===== src/rtl/shift_seq_ctrl.sv =====
// shift_seq_ctrl: multi-cycle shift unit controller (SLL / SRL / SRA).
//
// A request (in_a, in_b, in_op) is accepted over a valid/ready handshake while
// idle. The result register is shifted one position per clock until the
// requested amount has been applied. The result is then presented on an
// output valid/ready handshake. Results match a combinational shifter,
// including shift amounts of WIDTH or more.
//
// Ports:
//   clk, rst            rising-edge clock, synchronous active-high reset
//   in_valid/in_ready   request handshake (in_ready high only when idle)
//   in_a, in_b, in_op   operand, shift amount, op (00 SLL, 01 SRL, 10 SRA, 11 illegal)
//   flush               abort the current operation and drop its result
//   out_valid/out_ready result handshake
//   out_res, out_err    result, and flag for a result produced from an illegal op
//   busy                high while shifting or holding a result
//
// Build option: define SHIFT_SEQ_FAST4_EN to shift 4 positions per clock
// while at least 4 positions remain. Results are identical either way.

module shift_seq_ctrl #(
    parameter int unsigned WIDTH = 32,
    parameter int unsigned CNT_W = 5
) (
    input  logic             clk,
    input  logic             rst,
    input  logic             in_valid,
    output logic             in_ready,
    input  logic [WIDTH-1:0] in_a,
    input  logic [WIDTH-1:0] in_b,
    input  logic [1:0]       in_op,
    input  logic             flush,
    output logic             out_valid,
    input  logic             out_ready,
    output logic [WIDTH-1:0] out_res,
    output logic             out_err,
    output logic             busy
);

    typedef enum logic [1:0] {
        StIdle,
        StShift,
        StDone
    } state_e;

    localparam logic [1:0] OpSll = 2'b00;
    localparam logic [1:0] OpSrl = 2'b01;
    localparam logic [1:0] OpSra = 2'b10;
    localparam logic [1:0] OpIll = 2'b11;

    state_e           state_q, state_d;
    logic [WIDTH-1:0] res_q, res_d;
    logic             err_q, err_d;
    logic [CNT_W-1:0] cnt_q, cnt_d;
    logic [1:0]       op_q, op_d;

    logic             amt_oor;
    logic [CNT_W-1:0] amt;
    logic [WIDTH-1:0] step1;

    // Any set bit above the counter range means the amount is >= WIDTH.
    assign amt_oor = |in_b[WIDTH-1:CNT_W];
    assign amt     = in_b[CNT_W-1:0];

    // Single-position shift of the working register. op_q only ever holds a
    // legal op while shifting.
    always_comb begin
        step1 = {res_q[WIDTH-1], res_q[WIDTH-1:1]};
        unique case (op_q)
            OpSll:   step1 = {res_q[WIDTH-2:0], 1'b0};
            OpSrl:   step1 = {1'b0, res_q[WIDTH-1:1]};
            default: step1 = {res_q[WIDTH-1], res_q[WIDTH-1:1]};
        endcase
    end

`ifdef SHIFT_SEQ_FAST4_EN
    logic [WIDTH-1:0] step4;

    always_comb begin
        step4 = {{4{res_q[WIDTH-1]}}, res_q[WIDTH-1:4]};
        unique case (op_q)
            OpSll:   step4 = {res_q[WIDTH-5:0], 4'b0000};
            OpSrl:   step4 = {4'b0000, res_q[WIDTH-1:4]};
            default: step4 = {{4{res_q[WIDTH-1]}}, res_q[WIDTH-1:4]};
        endcase
    end
`endif

    always_comb begin
        state_d = state_q;
        res_d   = res_q;
        err_d   = err_q;
        cnt_d   = cnt_q;
        op_d    = op_q;

        if (flush) begin
            // Flush wins over accept and completion; the result register keeps
            // whatever partial value it had, but it is never presented.
            state_d = StIdle;
            err_d   = 1'b0;
            cnt_d   = '0;
        end else begin
            unique case (state_q)
                StIdle: begin
                    if (in_valid) begin
                        op_d  = in_op;
                        res_d = in_a;
                        err_d = 1'b0;
                        cnt_d = '0;
                        if (in_op == OpIll) begin
                            err_d   = 1'b1;
                            state_d = StDone;
                        end else if (amt_oor) begin
                            res_d   = (in_op == OpSra) ? {WIDTH{in_a[WIDTH-1]}} : '0;
                            state_d = StDone;
                        end else if (amt == '0) begin
                            state_d = StDone;
                        end else begin
                            cnt_d   = amt;
                            state_d = StShift;
                        end
                    end
                end
                StShift: begin
                    // cnt_q is always >= 1 here, so the decrement cannot wrap.
`ifdef SHIFT_SEQ_FAST4_EN
                    if (cnt_q >= CNT_W'(4)) begin
                        res_d = step4;
                        cnt_d = cnt_q - CNT_W'(4);
                    end else begin
                        res_d = step1;
                        cnt_d = cnt_q - CNT_W'(1);
                    end
`else
                    res_d = step1;
                    cnt_d = cnt_q - CNT_W'(1);
`endif
                    if (cnt_d == '0) begin
                        state_d = StDone;
                    end
                end
                StDone: begin
                    if (out_ready) begin
                        state_d = StIdle;
                        err_d   = 1'b0;
                    end
                end
                default: begin
                    state_d = StIdle;
                end
            endcase
        end
    end

    always_ff @(posedge clk) begin
        if (rst) begin
            state_q <= StIdle;
            res_q   <= '0;
            err_q   <= 1'b0;
            cnt_q   <= '0;
            op_q    <= OpSll;
        end else begin
            state_q <= state_d;
            res_q   <= res_d;
            err_q   <= err_d;
            cnt_q   <= cnt_d;
            op_q    <= op_d;
        end
    end

    assign in_ready  = (state_q == StIdle);
    assign out_valid = (state_q == StDone);
    assign busy      = (state_q != StIdle);
    assign out_res   = res_q;
    assign out_err   = err_q;

endmodule


===== config.mk =====
export PLATFORM = sky130hd
export DESIGN_NAME = shift_seq_ctrl
export DESIGN_NICKNAME = d
export VERILOG_FILES = /design/src/rtl/shift_seq_ctrl.sv
export SDC_FILE = /design/constraint.sdc
export NUM_CORES = 1
export LEC_CHECK = 0
export CAP_MARGIN = 5
export CORE_UTILIZATION = 47
export CTS_CLUSTER_DIAMETER = 60
export DETAILED_ROUTE_END_ITERATION = 10
export PLACE_DENSITY_LB_ADDON = 0.25
export SLEW_MARGIN = 20
export SYNTH_ARGS = -nofsm -noshare
export SYNTH_HDL_FRONTEND = slang
export SYNTH_SLANG_ARGS = --single-unit

===== constraint.sdc =====
create_clock -name clk -period 3.05 [get_ports clk]
set_clock_uncertainty 0.05 [all_clocks]
set_input_delay 0.61 -clock clk [delete_from_list [all_inputs] [get_ports clk]]
set_output_delay 0.61 -clock clk [all_outputs]
set_load 0.005 [all_outputs]

==> out/qor.yml, run 1 <==
outcome:
  status: "finished, final reports clean"
drt:
  drtIter0Drc: 190
  avgRoutedWirePerCell_um: 14.1
  vias: 2816
  viasPerCell: 5.53
  drt_wl_total_mm: 7.16
  drt_pass1_iterations: 4
  ant_nets: 0
  drc: 0
critical_path:
  crit_fanout: 31
  end_kind: "register"
  crit_slowest_cell: "clkdlybuf4s50_1"
  reg2regPathDepth: 5
  reg2reg_slack_ps: 1220
  crit_chain: "clkdlybuf4s50_1 -> nor4_1 -> nand3_1 -> o21ai_4 -> buf_4 -> nand2_1 -> a211oi_2"
  critPathMaxStageDelay_ps: 400
  r2r_end: "cnt_q[2]"
  worstSetupPathType: "primary input to register"
  worstReg2RegStart: "state_q[1]"
  start_kind: "primary input"
  worstPathArrival_ps: 2470
  crit_required_ps: 3220
hold_path:
  hold_path_end: "out_res[31]"
  worst_hold_startpoint: "out_res[31]"
  whs_path_depth: 2
  holdCritPathClass: "register to register"
cts:
  cts_setup_buffers: 0
  cts_hold_buf: 0
  cts_buffer_depth: 2
  cts_tree: "yes"
  htreeDepth: 2
  cts.sinks: 42
  path_clk_slew_ps: 100
  numCtsBuffers: 5
  root_buffer: "clkbuf_8"
  cts_resized: 0
  clkLatencyLatePin_ps: 300
placement:
  dpl.cell_count: 501
  place_congestion: 0.864
  port_buffers: 106
  dp_hpwl_mm: 5.18
floorplan:
  coreArea_mm2: 0.00520
  initial_core_util: 0.498
  rows: 26
  die_y_um: 76.3
  dieWidth_um: 76.3
  pin_count: 107
  die_area_mm2: 0.00581
job:
  maxCapViolCount: 0
layout:
  fillCellCount: 412
  synthToLayoutAreaGrowth_pct: 45.9
  fin_nets: 511
  layout.cells.non_filler: 509
  drive_gt1_frac: 0.148
  multi_input_area_mm2: 0.00161
  final_common_cell: "clkdlybuf4s50_1"
  diodes: 0
  mostFrequentLayoutCells: "clkdlybuf4s50_1 (105), nand2_1 (93), dfxtp_1 (42)"
  seqCellArea_um2: 841
global_route:
  grt_pass1_vias: 2601
  grt_pass1_wl_mm: 12.0
  grt_max_degree: 34
  grt_remaining_overflow: 0
  grt_usage: 0.247
  antenna_found_initial: 0
yosys:
  ys_types: 39
  syn_nets: 416
  syn_avg_cell_area_um2: 7.55
  synth_ff_type: "dfxtp_1"
  ys_warn_count: 0
  async_reset_ff_frac: 0
  synth_edf_count: 0
  synth-seq-area-share: 0.324
  ys_ff_latch: 42
  syn_area_mm2: 0.00259
  synthCells: 343
timing:
  setup_viol: 0
  max-slew-margin-rel: 0.605
  drv_slew: 0
  tightest_slew_ps: 591
  setup_tns_ps: 0
  fmax_ghz: 0.435
  min_period_ps: 2300
  grt_setup_unrepaired: "false"
  period_share: 0.753
  hold_violations: 0
pwr:
  p_leak_nw: 1.21
  p_per_area_mw_per_mm2: 374
  peakVddDrop_mv: 0.266
power breakdown:
group | internal [mW] | switching [mW]
Combinational | 0.190 | 0.148
Clock | 0.244 | 0.213
Sequential | 0.581 | 0.0354
state kept, by name, summed over array words and instances, names as in the netlist:
name / cells
state_q: 2
out_res: 32
cnt_q: 5
op_q: 2
out_err: 1
routing by layer:
metal	GRT usage	share of wire	vias to the layer above
li1	-	-	1395
met1	0.313	0.43	1305
met2	0.431	0.51	107
met3	0.0395	0.049	9
met4	0.0654	0.011	0
met5	0	0	-
cell type report:
class	instances	area share
multi-input combinational	270	0.425
timing repair buffer	113	0.293
sequential	42	0.222
tap	70	0.0232
clock buffer	5	0.0182
clock inverter	3	0.0119
inverter	6	0.00596
worst max-delay path by stage:
stage	startpoint	end	slack, ps	cells past startpoint
2_1_floorplan	in_b[7]	out_res[0]	1170	6
3_3_place_gp	in_b[22]	out_res[0]	500	7
3_5_place_dp	in_b[22]	out_res[3]	450	7
4_1_cts	in_b[22]	out_res[3]	750	7
5_1_grt	in_b[22]	out_res[5]	590	7
6_report	in_b[22]	out_res[3]	750	7
cell families after synthesis:
group	Yosys count	synth area share
adders and majority gates	2	0.00966
AOI/OAI and AO/OA	90	0.282
buffers and inverters	31	0.0584
xor gates and xnor gates	2	0.00676
DFF	42	0.324
and+or+nand+nor	174	0.311
muxes	2	0.00773
worst max-delay path: cells and delay by family:
| kind | cells | cell delay [ps] |
|---|---|---|
| buffers and inverters | 2 | 740 |
| AO/OA/AOI/OAI | 2 | 390 |
| AND/OR/NAND/NOR | 3 | 720 |
metrics by stage:
stage | hold slack (ps) | worst slack [ps] | instance area (um^2) | utilization | power (mW)
floorplan | 449 | 1170 | 2590 | - | 0.780
global placement | 453 | 504 | 3670 | 0.704 | 0.959
detailed placement | 472 | 453 | 3670 | 0.704 | 0.965
CTS | 487 | 748 | 3780 | 0.726 | 1.41
global route | 528 | 586 | 3780 | 0.726 | 1.47
finish | 486 | 752 | 3780 | 0.726 | 1.41
synthesized netlist by cell type (3+ instances only):
| master | n | share of area |
|---|---|---|
| a211oi_2 | 30 | 0.14 |
| a21oi_1 | 7 | 0.014 |
| a221oi_1 | 3 | 0.010 |
| buf_4 | 3 | 0.0087 |
| buf_6 | 3 | 0.013 |
| clkbuf_1 | 18 | 0.026 |
| dfxtp_1 | 42 | 0.32 |
| inv_1 | 6 | 0.0087 |
| nand2_1 | 93 | 0.13 |
| nand2_2 | 5 | 0.012 |
| nand3_1 | 32 | 0.062 |
| nor2_1 | 22 | 0.032 |
| nor4_2 | 5 | 0.024 |
| o21ai_0 | 38 | 0.073 |
No activity file was read; power rests on OpenSTA's default activity.
==> run 2, diff against run 1 <==
Settings changed: CORE_UTILIZATION 47 to 39.
Clock period 3.05 ns to 2.1 ns, I/O delays scaled along.
==> run 2 against run 1 <==
- non-clock buffer count grew 9
- largest power group unchanged
- sequential share of layout area shrank 0.69 points
- setup slack lost 620 ps
- critical path type is now register to primary output
- register-to-register slack lost 750 ps
- worst hold slack lost 61 ps
- sequential power grew 45%
==> out/qor.yml, run 2 (same netlist as run 1, synthesis figures left out) <==
layout:
  synthToLayoutAreaGrowth_pct: 50.8
  fin_nets: 520  # +1.8%
  drive_gt1_frac: 0.170  # +0.0216
  largest_register_ffs: 32  # unchanged
  final_common_cell: "clkdlybuf4s50_1"
  postLayoutCoreUtil: 0.612  # -0.114
  diodes: 0  # unchanged
  mostFrequentLayoutCells: "clkdlybuf4s50_1 (105), nand2_1 (93), dfxtp_1 (41)"
  finalInstanceArea_mm2: 0.00391  # +3.4%
hold_path:
  whs_path_depth: 2  # unchanged
  hold_path_end: "op_q[1]"
  holdCritPathClass: "primary input to register"
  worst_hold_startpoint: "rst"
global_route:
  grt_usage: 0.211  # -0.0357
  grt_pass1_vias: 2639  # +1.5%
  grt_pass1_wl_mm: 12.2  # +1.7%
  use_met3: 0.0366  # -0.00292
  busiest_layer: "met2"
  gr-usage-met2: 0.370  # -0.0610
  global_route.usage.met1: 0.261  # -0.0525
  antenna_found_initial: 0  # unchanged
  grt_remaining_overflow: 0  # unchanged
  grt_max_degree: 34  # unchanged
cts:
  root_buffer: "clkbuf_8"
  htreeDepth: 2  # unchanged
  cts_tree: "yes"
  path_clk_slew_ps: 90  # about the same
  cts_buffer_depth: 2  # unchanged
  numCtsBuffers: 5  # unchanged
  clkLatencyLatePin_ps: 290  # about the same
  cts.sinks: 42  # unchanged
outcome:
  status: "finished, final reports clean"
floorplan:
  rows: 29  # +12%
  pin_count: 107  # unchanged
  die_y_um: 83.5  # +9.5%
  coreArea_mm2: 0.00639  # +23%
  die_area_mm2: 0.00697  # +20%
  dieWidth_um: 83.5  # +9.5%
  initial_core_util: 0.406  # -0.0921
critical_path:
  end_kind: "primary output"
  crit_required_ps: 1630  # -1590 ps
  reg2reg_slack_ps: 470  # -750 ps
  critPathMaxStageDelay_ps: 510  # +110 ps
  worstPathArrival_ps: 1500  # -970 ps
  r2r_end: "cnt_q[2]"
  worstSetupPathType: "register to primary output"
  start_kind: "register"
  worstReg2RegStart: "state_q[0]"
  crit_slowest_cell: "dfxtp_1"
  crit_chain: "nor2_1 -> inv_1 -> clkdlybuf4s50_1"
  crit_fanout: 9  # -71%
  reg2regPathDepth: 6  # +1
pwr:
  power_mw: 1.96  # +39%
  peakVddDrop_mv: 0.410  # +54%
  p_per_area_mw_per_mm2: 501  # +34%
  p_leak_nw: 1.27  # +4.8%
timing:
  fmax_ghz: 0.509
  tightest_slew_ps: 563  # -27.9 ps
  period_share: 0.936
  min_period_ps: 1970
  max-slew-margin-rel: 0.624  # +0.0190
  hold_violations: 0  # unchanged
  grt_setup_unrepaired: "false"
  setup_viol: 0  # unchanged
  setup_tns_ps: 0  # unchanged
  drv_slew: 0  # unchanged
placement:
  port_buffers: 106  # unchanged
  place_congestion: 0.789  # -8.6%
  dp_hpwl_mm: 5.37  # +3.7%
  placed_area_mm2: 0.00380  # +3.6%
drt:
  drc: 0  # unchanged
  drt_pass1_iterations: 4  # unchanged
  drtIter0Drc: 168  # -12%
  avgRoutedWirePerCell_um: 13.9  # -1.1%
  vias: 2785  # -1.1%
  ant_nets: 0  # unchanged
  drt_wl_total_mm: 7.30  # +2.0%
  viasPerCell: 5.30  # -4.1%
job:
  maxCapViolCount: 0  # unchanged
run 2: cell types whose count changed in the layout (fill, tap and decap cells not counted), sizes merged:
cell      previous run  this run
clkbuf               5         6
buf                  8        17
clkinv               0         1
clkinvlp             2         1
bufinv               1         0
run 2: layer usage:
layer / wire length, um / vias up
met5: 0 / -
met3: 436 / 10
li1: - / 1404
met4: 108 / 0
met1: 3100 / 1273
met2: 3660 / 98
run 2: final cells by class:
| type | instances | area (um^2) |
|---|---|---|
| fillers | 581 | 2480 |
| multi-input cells | 270 | 1610 |
| repair buffers | 122 | 1240 |
| flip-flops and latches | 42 | 842 |
| well taps | 77 | 96.3 |
| clock buffers | 6 | 82.6 |
| inverters | 6 | 22.5 |
| clock inverters | 2 | 12.5 |
run 2: stage by stage:
step           hold WS (ps)  worst slack, ps  cells
2_1_floorplan           449              412    343
3_3_place_gp            469             -133    516
3_5_place_dp            466             -196    516
4_1_cts                 419             3.29    524
5_1_grt                 458             30.9    525
6_report                425              135    525
run 2: how the worst max path moves through the flow:
stage	from	end	slack [ps]	cells after the start
finish	state_q[0]	busy	130	3
detailed placement	in_b[17]	out_res[10]	-200	7
floorplan	in_b[7]	out_res[0]	410	6
global route	in_b[17]	out_res[10]	30	7
global placement	in_b[17]	out_res[13]	-130	7
CTS	state_q[1]	busy	3	3
run 2: worst max-delay path, delay by kind of cell (launching register included):
family | cells | cell delay [ps]
flops | 1 | 510
simple gates | 1 | 130
buf+inv | 2 | 560
run 2: where the power goes:
| group | switching (mW) | leakage, nW | internal [mW] |
|---|---|---|---|
| Combinational | 0.219 | 0.876 | 0.293 |
| Clock | 0.286 | 0.0472 | 0.265 |
| Sequential | 0.0511 | 0.345 | 0.844 |
| Total | 0.556 | 1.27 | 1.40 |
run 2: what timing repair did:
action                                  4_1_cts  5_1_grt
setup buffers                                 0        1
gates resized for setup                       0        2
hold buffers                                  0        0
endpoints found under the setup margin        0       32
